<file path="src/rtl/sram_wr_sched.sv">
// sram_wr_sched
// Write-side scheduler for the global-buffer SRAM bank.
//
// Purpose:
//   Picks one EMPTY SRAM block, using a round-robin search over Wr_Req.
//   Runs the request/configuration handshake with the interface.
//   Streams Wr_Len words from a valid/ready source into the granted block.
//   Ends each transfer with a one-hot write_SRAM_done pulse.
//
// Ports:
//   clk, rst_n        clock, asynchronous active-low reset
//   start             synchronous soft clear (aborts any transfer, no done)
//   Wr_Req            per-block EMPTY flags (bit i = block i may be written)
//   IFSRAM_Conf_rdy   interface ready; moves WR_REQ_READY -> WR_WRITE
//   Wr_Len            transfer length in words, sampled on the Conf_rdy cycle
//   in_valid/in_data  source word
//   in_ready          high while in WR_WRITE
//   State_Wr          FSM state (00 idle, 01 request ready, 11 write)
//   SRAMIF_Wr_ID      granted block ID, zero-extended to 6 bits
//   write_en          one-hot per-block write strobe (registered)
//   addr_w, data_in   write address / data, registered with write_en
//   write_SRAM_done   one-hot completion pulse, same cycle as last write_en
//   busy              FSM not idle
//
// Handshake: a source word transfers on every rising clock edge where
// in_valid and in_ready are both high. in_ready does not depend on
// in_valid. The source may drop in_valid at any time; a cycle without a
// transfer writes nothing and leaves the word counter unchanged.

module sram_wr_sched #(
    parameter int NUM_SRAM   = 16,
    parameter int ADDR_WIDTH = 9,
    parameter int PORT_WIDTH = 128,
    parameter int SRAM_DEPTH = 512
) (
    input  logic                  clk,
    input  logic                  rst_n,
    input  logic                  start,
    input  logic [NUM_SRAM-1:0]   Wr_Req,
    input  logic                  IFSRAM_Conf_rdy,
    input  logic [ADDR_WIDTH:0]   Wr_Len,
    input  logic                  in_valid,
    input  logic [PORT_WIDTH-1:0] in_data,
    output logic                  in_ready,
    output logic [1:0]            State_Wr,
    output logic [5:0]            SRAMIF_Wr_ID,
    output logic [NUM_SRAM-1:0]   write_en,
    output logic [ADDR_WIDTH-1:0] addr_w,
    output logic [PORT_WIDTH-1:0] data_in,
    output logic [NUM_SRAM-1:0]   write_SRAM_done,
    output logic                  busy
);

    localparam int ID_W  = $clog2(NUM_SRAM);
    localparam int LEN_W = ADDR_WIDTH + 1;

    typedef enum logic [1:0] {
        WR_IDLE      = 2'b00,
        WR_REQ_READY = 2'b01,
        WR_WRITE     = 2'b11
    } wr_state_e;

    wr_state_e             state_q;
    logic [ID_W-1:0]       id_q;
    logic [ID_W-1:0]       ptr_q;
    logic [LEN_W-1:0]      len_q;
    logic [LEN_W-1:0]      cnt_q;
    logic [NUM_SRAM-1:0]   write_en_q;
    logic [NUM_SRAM-1:0]   done_q;
    logic [ADDR_WIDTH-1:0] addr_q;
    logic [PORT_WIDTH-1:0] data_q;

    logic [ID_W-1:0]     grant_id_d;
    logic                grant_vld_d;
    logic [ID_W:0]       rr_sum;
    logic [ID_W-1:0]     rr_idx;
    logic [LEN_W-1:0]    len_d;
    logic [ID_W-1:0]     ptr_d;
    logic [NUM_SRAM-1:0] id_onehot;
    logic                last_word;

    // Round-robin search. Scan offsets from the highest down to zero so
    // that the smallest offset from ptr_q (the first set bit at or above
    // ptr_q, wrapping round) is the one written last and wins.
    always_comb begin
        grant_id_d  = ptr_q;
        grant_vld_d = 1'b0;
        rr_sum      = '0;
        rr_idx      = '0;
        for (int i = NUM_SRAM - 1; i >= 0; i--) begin
            rr_sum = {1'b0, ptr_q} + (ID_W + 1)'(i);
            if (rr_sum >= (ID_W + 1)'(NUM_SRAM)) begin
                rr_sum = rr_sum - (ID_W + 1)'(NUM_SRAM);
            end
            rr_idx = rr_sum[ID_W-1:0];
            if (Wr_Req[rr_idx]) begin
                grant_id_d  = rr_idx;
                grant_vld_d = 1'b1;
            end
        end
    end

    // A length of zero, or one larger than a block, means a full block.
    always_comb begin
        len_d = Wr_Len;
        if ((Wr_Len == '0) || (Wr_Len > LEN_W'(SRAM_DEPTH))) begin
            len_d = LEN_W'(SRAM_DEPTH);
        end
    end

    always_comb begin
        ptr_d = id_q + ID_W'(1);
        if (id_q == ID_W'(NUM_SRAM - 1)) begin
            ptr_d = '0;
        end
    end

    assign id_onehot = NUM_SRAM'(1) << id_q;
    assign last_word = (cnt_q == (len_q - LEN_W'(1)));

    always_ff @(posedge clk or negedge rst_n) begin
        if (!rst_n) begin
            state_q    <= WR_IDLE;
            id_q       <= '0;
            ptr_q      <= '0;
            len_q      <= '0;
            cnt_q      <= '0;
            write_en_q <= '0;
            done_q     <= '0;
            addr_q     <= '0;
            data_q     <= '0;
        end else begin
            // Strobes and done are single-cycle pulses unless set below.
            write_en_q <= '0;
            done_q     <= '0;
            if (start) begin
                state_q <= WR_IDLE;
                cnt_q   <= '0;
                ptr_q   <= '0;
            end else begin
                case (state_q)
                    WR_IDLE: begin
                        if (grant_vld_d) begin
                            id_q    <= grant_id_d;
                            state_q <= WR_REQ_READY;
                        end
                    end
                    WR_REQ_READY: begin
                        if (IFSRAM_Conf_rdy) begin
                            len_q   <= len_d;
                            cnt_q   <= '0;
                            state_q <= WR_WRITE;
                        end
                    end
                    WR_WRITE: begin
                        if (in_valid) begin
                            write_en_q <= id_onehot;
                            addr_q     <= cnt_q[ADDR_WIDTH-1:0];
                            data_q     <= in_data;
                            cnt_q      <= cnt_q + LEN_W'(1);
                            if (last_word) begin
                                // The done pulse is registered together
                                // with the last strobe, so both appear in
                                // the same cycle.
                                state_q <= WR_IDLE;
                                ptr_q   <= ptr_d;
                                done_q  <= id_onehot;
                            end
                        end
                    end
                    default: state_q <= WR_IDLE;
                endcase
            end
        end
    end

    assign State_Wr        = state_q;
    assign SRAMIF_Wr_ID    = 6'(id_q);
    assign write_en        = write_en_q;
    assign addr_w          = addr_q;
    assign data_in         = data_q;
    assign write_SRAM_done = done_q;
    assign in_ready        = (state_q == WR_WRITE);
    assign busy            = (state_q != WR_IDLE);

endmodule

</file>
<file path="config.mk">
export PLATFORM = sky130hd
export DESIGN_NAME = sram_wr_sched
export DESIGN_NICKNAME = d
export VERILOG_FILES = /design/src/rtl/sram_wr_sched.sv
export SDC_FILE = /design/constraint.sdc
export NUM_CORES = 1
export LEC_CHECK = 0
export CAP_MARGIN = 5
export CORE_MARGIN = 3
export CORE_UTILIZATION = 30
export CTS_BUF_LIST = sky130_fd_sc_hd__clkbuf_8
export DETAILED_ROUTE_END_ITERATION = 6
export GPL_ROUTABILITY_DRIVEN = 0
export SYNTH_ARGS = -nofsm -noshare
export SYNTH_HDL_FRONTEND = slang
export SYNTH_SLANG_ARGS = --single-unit
</file>
<file path="constraint.sdc">
create_clock -name clk -period 9.8 [get_ports clk]
set_input_delay 2.45 -clock clk [delete_from_list [all_inputs] [get_ports clk]]
set_output_delay 2.45 -clock clk [all_outputs]
set_load 0.05 [all_outputs]
</file>
; ---- Word-level counts from Yosys, hierarchy flattened
; Index checks and enable logic that the tools add are counted.
[classes]
add_sub_neg = 34
magnitude_cmp = 33
n_eq_ne = 8
n_shift = 1
mux = 103
n_bitwise = 1
n_reduce_logical = 14
[ops]
columns = operator, count
row1 = two-way mux 4 bit, 37
row2 = two-way mux 16 bit, 7
row3 = < comparator 4 x 5 -> 1 bit (second input constant), 16
row4 = greater-or-equal comparator 5 bit (second input constant), 15
row5 = binary-select mux 1 bit (select 4 bit), 16
row6 = subtractor 4 x 1 -> 4 bit (second input constant), 16
row7 = adder 4 x 4 -> 5 bit (second input constant), 8
row8 = two-way mux 10 bit, 4
row9 = two-way mux 1 bit, 32
row10 = adder 4 x 3 -> 5 bit (second input constant), 4
row11 = case mux 10 bit (2 select lines), 1
row12 = << shifter 1 x 4 -> 16 bit (first input constant), 1
row13 = AND reduction 3 bit, 5
row14 = adder 10 x 1 -> 10 bit (second input constant), 1
row15 = adder 4 x 2 -> 5 bit (second input constant), 2
row16 = equality test 10 bit, 1
row17 = > comparator 10 bit (second input constant), 1
row18 = logical NOT 10 bit, 1
row19 = two-way mux 2 bit, 5
row20 = subtractor 10 x 1 -> 10 bit (second input constant), 1
row21 = inequality test 3 bit (second input constant), 3
row22 = nonzero test 2 bit, 4
row23 = case mux 2 bit (3 select lines), 1
row24 = adder 4 x 1 -> 5 bit (second input constant), 1
row25 = 11 further kinds, 11
[word_totals]
regBits = 199
out_inout_bits = 179
word_cells = 203

; ---- Longest topological paths before layout
; Gate-level depths: netlist of run 1.
[depth]
depth_word = 24
mapped_depth = 15
mapped_depth_nobuf = 10

; ---- Worst setup path before layout of run 1
; No wires, ideal clock.
[synth_timing]
kind = input to register
startpoint = input port Wr_Req[4]
endpoint = register id_q[2]
setup_time_ns = 0.126
arrival_time_ns = 4.515
required_ns = 9.674
slack_ns = 5.159
cell_stages = 8
path_buffers = 0
cell_sequence = mux2_1 > mux4_2 > mux2i_4 > mux2i_1 > nor4b_2 > and4b_1 > o21a_1 > o32a_1
[synth_via]
elab_chain_len = 19
[synth_rtl]
columns = element, line
row1 = start: declaration, 39  ; input logic [NUM_SRAM-1:0] Wr_Req,
row2 = binary-select mux 1 bit (select 4 bit), 96  ; if (Wr_Req[rr_idx]) begin
row3 = two-way mux 1 bit (implied by the code), 96
row4 = two-way mux 1 bit (16 in a row), 96
row5 = AND reduction 3 bit (no source line), n/a
row6 = end signal: assignment, 144  ; id_q <= grant_id_d;
row7 = end: declaration, 64  ; logic [ID_W-1:0] id_q;
; Several ways; a longest one is shown, not always the timed one. The select of a mux whose other input is x is not followed.
; A chain may end at the register's enable or synchronous reset.

; ---- Worst setup path in the final report of run 1
; Ends and elaborated chain as after synthesis.

==> parameters.txt, run 1 <==
Parameter                              Value

STA
  Worst slew margin relative to its limit ... 29.0%
  Setup_tns ... 0 ps
  Tmin final ... between 5000 and 6000 ps
  Post-route setup slack ... 4790 ps
  Setup-violating endpoint count in the final report ... 0
  Unrepaired setup endpoints after global routing ... false
  Highest clock frequency the design can meet ... 200 MHz
  Clk_skew ... 24.4 ps
  Fin Hold WS ... ~480 ps
  Worst Tran Pin Value ... 1060 ps
  Fraction of the cycle the final worst path needs ... 51.1%
  Max-slew violation count ... 0
  Total count of hold-check failures in the final report ... 0

Synthesis
  Number of enable flip-flop cells after synthesis ... 0
  Post-Syn Instances ... 1104
  FF+latch count, synth ... about 200
  Synth area leader ... sky130_fd_sc_hd__dfrtp_1
  Most common flop cell mapped by yosys ... sky130_fd_sc_hd__dfrtp_1
  Post-Syn Area per Cell ... 9.17 µm²
  Warning count from the yosys run ... 0
  Async set-reset flop share out of synthesis ... 100%
  Sequential-to-total area share from yosys stat ... 49.2%
  Netlist area before placement ... 10100 µm²
  Dominant cell by count in the synthesized netlist ... sky130_fd_sc_hd__nand2_1
  Number of unique standard cell types used by synthesis ... 63
  Largest cells by area after synthesis ... sky130_fd_sc_hd__dfrtp_1 (49%), sky130_fd_sc_hd__nand2_1 (17%), sky130_fd_sc_hd__mux4_2 (5.8%)
  Commonest cells post-synth ... sky130_fd_sc_hd__nand2_1 (464), sky130_fd_sc_hd__dfrtp_1 (199), sky130_fd_sc_hd__nor2_1 (62)
  Synth top area share ... between 40 and 50%

Cells and area
  Fraction of layout cells with a size suffix above 1 ... 6.33%
  # diodes ... 0
  Final standard cell utilization of the core ... 43.4%
  Final design instance area without fill ... 14300 µm²
  Post-synthesis to final-layout area growth ... 40.9%
  Net count reported at finish ... about 1.6k

Setup path
  Ordered cell list for the critical path ... clkdlybuf4s50_1 -> mux4_1 -> mux2_2 -> mux2i_1 -> a21boi_0 -> o21ai_0 -> nand4_1 -> a31oi_1 -> o32a_1
  RR Startpoint ... ptr_q[1]$_DFFE_PN0P_
  Peak per-stage delay on the critical path ... 620 ps
  Path type of the worst setup path ... in -> reg
  Launch point of the worst path ... Wr_Req[4]
  Family with the most delay on the worst path ... multiplexers
  Req. time, crit path ... 10160 ps
  Instance count on the critical path ... 9
  Number of cells on the worst reg-to-reg path ... 11
  Worst r2r dst ... id_q[2]$_DFFE_PN0P_
  Slowest CP cell ... sky130_fd_sc_hd__mux4_1
  Arr. time, crit path ... 5360 ps
  Internal reg-to-reg setup slack ... 5230 ps
  Last element of the critical path ... id_q[2]$_DFFE_PN0P_
  Crit start category ... input port
  Highest fanout seen on the critical path ... 8
  Worst path bufs/invs ... 1
  Kind of capture point of the worst setup path ... flop

Global routing
  Final global-route overflow total ... 0
  First-pass GRT wire length ... roughly 50000 µm
  GRT Resource Usage Total ... 17.9%
  Via count of the first global-routing pass ... 8587
  Largest net degree at the start of global routing ... 87
  Initial antenna violation count ... 0

Place
  Worst slack after detailed placement ... 4360 ps
  Detail Placement HPWL ... between 20000 and 30000 µm
  Buffers on Ports ... 335
  Area after DPL ... between 10000 and 15000 µm²

Clock tree
  Source-to-sink clock delay at the later pin of the worst-skew pair ... 480 ps
  Number of hold-repair buffers added at the cts stage ... 0
  Total number of clock tree sinks ... 199
  Buffer depth of the longest clock path ... 2
  Depth of the CTS H-tree ... 4
  Root cell of the clock tree ... sky130_fd_sc_hd__clkbuf_8
  Setup Buffers After CTS ... 0
  Post-CTS clock slew at the launch and capture registers of the worst setup and hold paths ... approximately 100 ps
  CTS-repair resized insts ... 0
  TritonCTS clock tree ... built
  CTS buffer count ... 17

Power
  Static leakage ... 6.37 nW
  Clock group share of total power ... 18.3%
  Switching share of total power ... 44.0%
  Sw power ... approximately 1.3 mW
  Sequential cell fraction of total power ... between 30% and 40%
  Maximum resistive drop on vdd ... 0.000100 V
  Internal ... 1.65 mW
  Combinational share of power ... 44.7%
  Power per standard cell area ... approximately 210 nW/µm²

Route
  Detailed router's first-iteration violation count ... ~590
  1st-pass router iterations ... 6
  Via/cell ratio ... 4.74
  Final antenna-violating net count ... 0
  Remaining routing DRC violations ... 0
  Total number of vias ... 8834
  Routed wire length ... 33200 µm
  Detailed-route wire length per cell ... about 18 µm

Min path
  Tightest Hold Check Type ... reg -> reg
  Min-delay src ... data_in[75]$_DFFE_PN0P_

Floorplanning
  Vertical die dimension ... 190 µm
  Starting Density ... 30.8%
  Area of the core ... approximately 33000 µm²
  Count of pins on the block boundary ... ~340
  Die W ... 190 µm
  Overall die area ... 36000 µm²
  Placement Rows ... 66

Run
  MaxCap Viol Count ... 0

Status
  Result of the run ... finished clean
[per-layer routing]
metal	GRT usage [%]	part of all wire, %
met1	21.8	40
met2	32.2	52
met3	3.91	6.4
met4	4.35	1.5
met5	0	0
[stage by stage]
stage / power (mW) / instances
floorplan: 1.91 / 1105
global placement: 2.42 / 1832
detailed placement: 2.44 / 1832
CTS: 2.99 / 1864
global route: 3.10 / 1864
finish: 2.95 / 1864
[how the worst min path moves through the flow]
stage | slack (ps) | cells after the start | endpoint
6_report | 480 | 2 | data_in[75]$_DFFE_PN0P_
5_1_grt | 500 | 2 | data_in[43]$_DFFE_PN0P_
4_1_cts | 490 | 2 | data_in[17]$_DFFE_PN0P_
3_5_place_dp | 460 | 2 | data_in[92]$_DFFE_PN0P_
3_3_place_gp | 460 | 2 | data_in[40]$_DFFE_PN0P_
2_1_floorplan | 470 | 2 | len_q[9]$_DFFE_PN0P_
[worst min-delay path: stages, from the launching register on]
cell and delay (ps):
sky130_fd_sc_hd__dfrtp_1 350, sky130_fd_sc_hd__nand2_1 50, sky130_fd_sc_hd__nand2_1 60
[cell usage in the layout (no fill, tap or decap), drive strengths merged, types with 11 or more instances in the layout]
master / count
nor2: 62
mux4: 30
a21oi: 18
xnor2: 21
ha: 15
clkbuf: 20
nand2: 464
clkdlybuf4s50: 334
mux2: 18
dfrtp: 199
inv: 20
xor2: 11
nand2b: 13
o21ai: 31
mux2i: 32
[flip-flops by register name, indices dropped and copies added, names as in the netlist]
signal,cells
data_in,128
write_SRAM_done,16
write_en,16
cnt_q,10
len_q,10
addr_w,9
id_q,4
ptr_q,4
State_Wr,2
[cells by family (layout without fill, tap and decap cells)]
family | after synthesis | count (layout) | share of synthesized area, %
and+or+nand+nor | 604 | 604 | 24.4
muxes | 80 | 80 | 12.2
adders and majority gates | 15 | 15 | 1.85
buffers and inverters | 74 | 391 | 3.03
xor gates and xnor gates | 32 | 32 | 2.96
other | 1 | 2 | 0.0371
AOI/OAI and AO/OA | 99 | 99 | 6.36
DFF | 199 | 199 | 49.2
[power by group through the flow]
stage | clock [mW] | sequential [mW] | combinational (mW)
after floorplan | 0 | 1.68 | 0.233
after global placement | 0 | 1.10 | 1.32
after detailed placement | 0 | 1.11 | 1.33
after CTS | 0.562 | 1.09 | 1.33
after global routing | 0.594 | 1.12 | 1.39
final | 0.539 | 1.09 | 1.32
[final cells by class]
type	count	area (µm²)
multi-input cells	832	4850
well taps	442	553
clock buffers	19	262
flip-flops and latches	199	4980
clock inverters	13	139
fillers	3300	18600
inverters	17	63.8
repair buffers	342	3410
Power figures use the tool's default switching activity.
==> inputs of run 2 (changes only) <==
Clock period 9.8 ns to 4.36 ns, I/O delays scaled along.
==> parameters.txt, run 2 (synthesized netlist as in run 1, its figures left out) <==
Parameter                              Value

Setup path
  Crit start category ... flop
  Number of cells on the worst reg-to-reg path ... 10 (-1)
  Worst r2r dst ... id_q[2]$_DFFE_PN0P_
  Highest fanout seen on the critical path ... 17 (+9)
  Req. time, crit path ... 4740 ps (-5420 ps)
  Arr. time, crit path ... 4270 ps (-1090 ps)
  RR Startpoint ... ptr_q[1]$_DFFE_PN0P_
  Kind of capture point of the worst setup path ... flop
  Path type of the worst setup path ... reg -> reg
  Internal reg-to-reg setup slack ... 470 ps (-4760 ps)

Min path
  Tightest Hold Check Type ... reg -> reg
  Hold Path Stages ... 2 (unchanged)
  Min-delay src ... addr_w[4]$_DFFE_PN0P_
  Endpoint with the worst hold slack ... addr_w[4]$_DFFE_PN0P_

Cells and area
  Area of combinational cells with multiple inputs ... 4850 µm² (unchanged)
  Fraction of layout cells with a size suffix above 1 ... 6.84% (+0.51 points)
  Leading cell type in the layout, fill and taps excluded ... sky130_fd_sc_hd__nand2_1
  Net count reported at finish ... 1593 (+0.63%)
  Final design instance area without fill ... 14300 µm² (+0.46%)
  Flip-flop count of the largest register, all copies and words added ... 128 (unchanged)
  Non-filler instance count after layout ... 1875 (+0.59%)
  Filler Cells Inserted ... 3271 (-0.88%)
  Area of all sequential standard cells ... 4980 µm² (unchanged)
  Post-synthesis to final-layout area growth ... 41.5%
  Highest-count cells in the layout ignoring fill and taps ... sky130_fd_sc_hd__nand2_1 (463), sky130_fd_sc_hd__clkdlybuf4s50_1 (334), sky130_fd_sc_hd__dfrtp_1 (199)

Floorplanning
  Overall die area ... 36000 µm² (unchanged)
  Placement Rows ... 66 (unchanged)
  Die W ... 190 µm (unchanged)
  Count of pins on the block boundary ... 338 (unchanged)
  Vertical die dimension ... 190 µm (unchanged)
  Starting Density ... 30.8% (unchanged)
  Area of the core ... 32900 µm² (unchanged)

Power
  Static leakage ... 6.41 nW (+0.74%)
  Combinational share of power ... 45.5% (+0.8 points)
  Clock group share of total power ... 17.0% (-1.3 points)
  Switching share of total power ... 44.4% (+0.35 points)
  Sw power ... 2.90 mW (+120%)
  Sequential cell fraction of total power ... 37.5% (+0.5 points)
  Internal ... 3.63 mW (+120%)
  Power per standard cell area ... 456 nW/µm² (+120%)
  Maximum resistive drop on vdd ... 0.000222 V (+120%)

Clock tree
  Setup Buffers After CTS ... 0 (unchanged)
  Source-to-sink clock delay at the later pin of the worst-skew pair ... 490 ps (about the same)
  CTS buffer count ... 17 (unchanged)
  CTS-repair resized insts ... 0 (unchanged)
  Buffer depth of the longest clock path ... 2 (unchanged)
  Total number of clock tree sinks ... 199 (unchanged)
  Post-CTS clock slew at the launch and capture registers of the worst setup and hold paths ... 100 ps (about the same)
  TritonCTS clock tree ... built
  Root cell of the clock tree ... sky130_fd_sc_hd__clkbuf_8
  Number of hold-repair buffers added at the cts stage ... 0 (unchanged)
  Depth of the CTS H-tree ... 4 (unchanged)

Place
  Worst slack after detailed placement ... 321 ps (-4040 ps)
  Post-placement cell count ... 1842 (+0.55%)
  Buffers on Ports ... 335 (unchanged)
  Detail Placement HPWL ... 25000 µm (-0.53%)
  Area after DPL ... 14000 µm² (+0.81%)

Global routing
  First-pass GRT wire length ... 50600 µm (+0.42%)
  Largest net degree at the start of global routing ... 115 (+32%)
  Initial antenna violation count ... 1 (+1)
  Final global-route overflow total ... 0 (unchanged)
  Via count of the first global-routing pass ... 8792 (+2.4%)
  GRT Resource Usage Total ... 18.0% (+0.11 points)

STA
  Highest clock frequency the design can meet ... 257 MHz
  Worst Tran Pin Value ... 1180 ps (+119 ps)
  Total count of hold-check failures in the final report ... 0 (unchanged)
  Max-slew violation count ... 0 (unchanged)
  Unrepaired setup endpoints after global routing ... false
  Setup_tns ... 0 ps (unchanged)
  Setup-violating endpoint count in the final report ... 0 (unchanged)
  Fraction of the cycle the final worst path needs ... between 80% and 90%
  Fin Hold WS ... 479 ps (-3.20 ps)
  Worst slew margin relative to its limit ... 21.0% (-8.0 points)
  Clk_skew ... 12.1 ps (-12.3 ps)
  Post-route setup slack ... 474 ps (-4320 ps)
  Tmin final ... around 4000 ps

Route
  1st-pass router iterations ... 5 (-1)
  Final antenna-violating net count ... 0 (unchanged)
  Remaining routing DRC violations ... 0 (unchanged)
  Detailed router's first-iteration violation count ... 612 (+4.6%)
  Routed wire length ... 33100 µm (-0.29%)
  Total number of vias ... 8918 (+0.95%)
  Detailed-route wire length per cell ... 17.6 µm (-0.87%)
  Via/cell ratio ... 4.76 (+0.36%)

Status
  Result of the run ... finished clean

Run
  MaxCap Viol Count ... 0 (unchanged)
run 2: cell count changes in the layout (fill, tap and decap cells not counted), moves of 2 or more:
cell and change:
sky130_fd_sc_hd__buf_4 +7, sky130_fd_sc_hd__buf_12 +3, sky130_fd_sc_hd__clkinv_4 -3, sky130_fd_sc_hd__clkinv_2 +2, sky130_fd_sc_hd__inv_1 +2
run 2: final cells by class:
cell class                 count  area share, %
sequential                   199           34.8
multi-input combinational    832           33.9
timing repair buffer         352           24.6
tap                          442           3.86
clock buffer                  18           1.73
clock inverter                14          0.716
inverter                      17          0.446
antenna                        1         0.0175
run 2: metal layers:
| layer | vias up | share of wire [%] | track usage, % |
|---|---|---|---|
| met2 | 326 | 50 | 31.2 |
| met1 | 4258 | 41 | 22.1 |
| met3 | 40 | 6.8 | 4.50 |
| met4 | 0 | 2.5 | 5.74 |
| li1 | 4294 | - | - |
| met5 | - | 0 | 0 |
run 2: metrics by stage:
| stage | util (%) | power (mW) |
|---|---|---|
| floorplan | - | 4.30 |
| global placement | 42.5 | 5.45 |
| detailed placement | 42.5 | 5.48 |
| CTS | 43.6 | 6.61 |
| global route | 43.6 | 6.87 |
| finish | 43.6 | 6.53 |
run 2: worst max-delay path, cell delays in order, from the launching register on:
cell and delay [ps]:
sky130_fd_sc_hd__dfrtp_1 360, sky130_fd_sc_hd__inv_1 170, sky130_fd_sc_hd__ha_1 810, sky130_fd_sc_hd__mux2_2 420
sky130_fd_sc_hd__mux4_2 570, sky130_fd_sc_hd__mux2i_4 340, sky130_fd_sc_hd__mux2i_1 160, sky130_fd_sc_hd__nor4b_2 210
sky130_fd_sc_hd__and4b_1 210, sky130_fd_sc_hd__o21a_1 170, sky130_fd_sc_hd__o32a_1 340
run 2: power by group through the flow:
stage	combinational, mW	sequential (mW)	clock [mW]
floorplan	0.524	3.77	0
global placement	2.97	2.48	0
detailed placement	2.99	2.49	0
CTS	3.00	2.45	1.16
global route	3.13	2.51	1.23
finish	2.97	2.45	1.11
run 2: worst max-delay path by stage:
| stage | slack, ps | end | start | cells after the start |
|---|---|---|---|---|
| after floorplan | 190 | id_q[2]$_DFFE_PN0P_ | ptr_q[1]$_DFFE_PN0P_ | 14 |
| after global placement | 360 | id_q[2]$_DFFE_PN0P_ | Wr_Req[6] | 9 |
| after detailed placement | 320 | id_q[2]$_DFFE_PN0P_ | Wr_Req[6] | 9 |
| after CTS | 500 | id_q[2]$_DFFE_PN0P_ | ptr_q[1]$_DFFE_PN0P_ | 10 |
| after global routing | 290 | id_q[2]$_DFFE_PN0P_ | ptr_q[1]$_DFFE_PN0P_ | 10 |
| final | 470 | id_q[2]$_DFFE_PN0P_ | ptr_q[1]$_DFFE_PN0P_ | 10 |
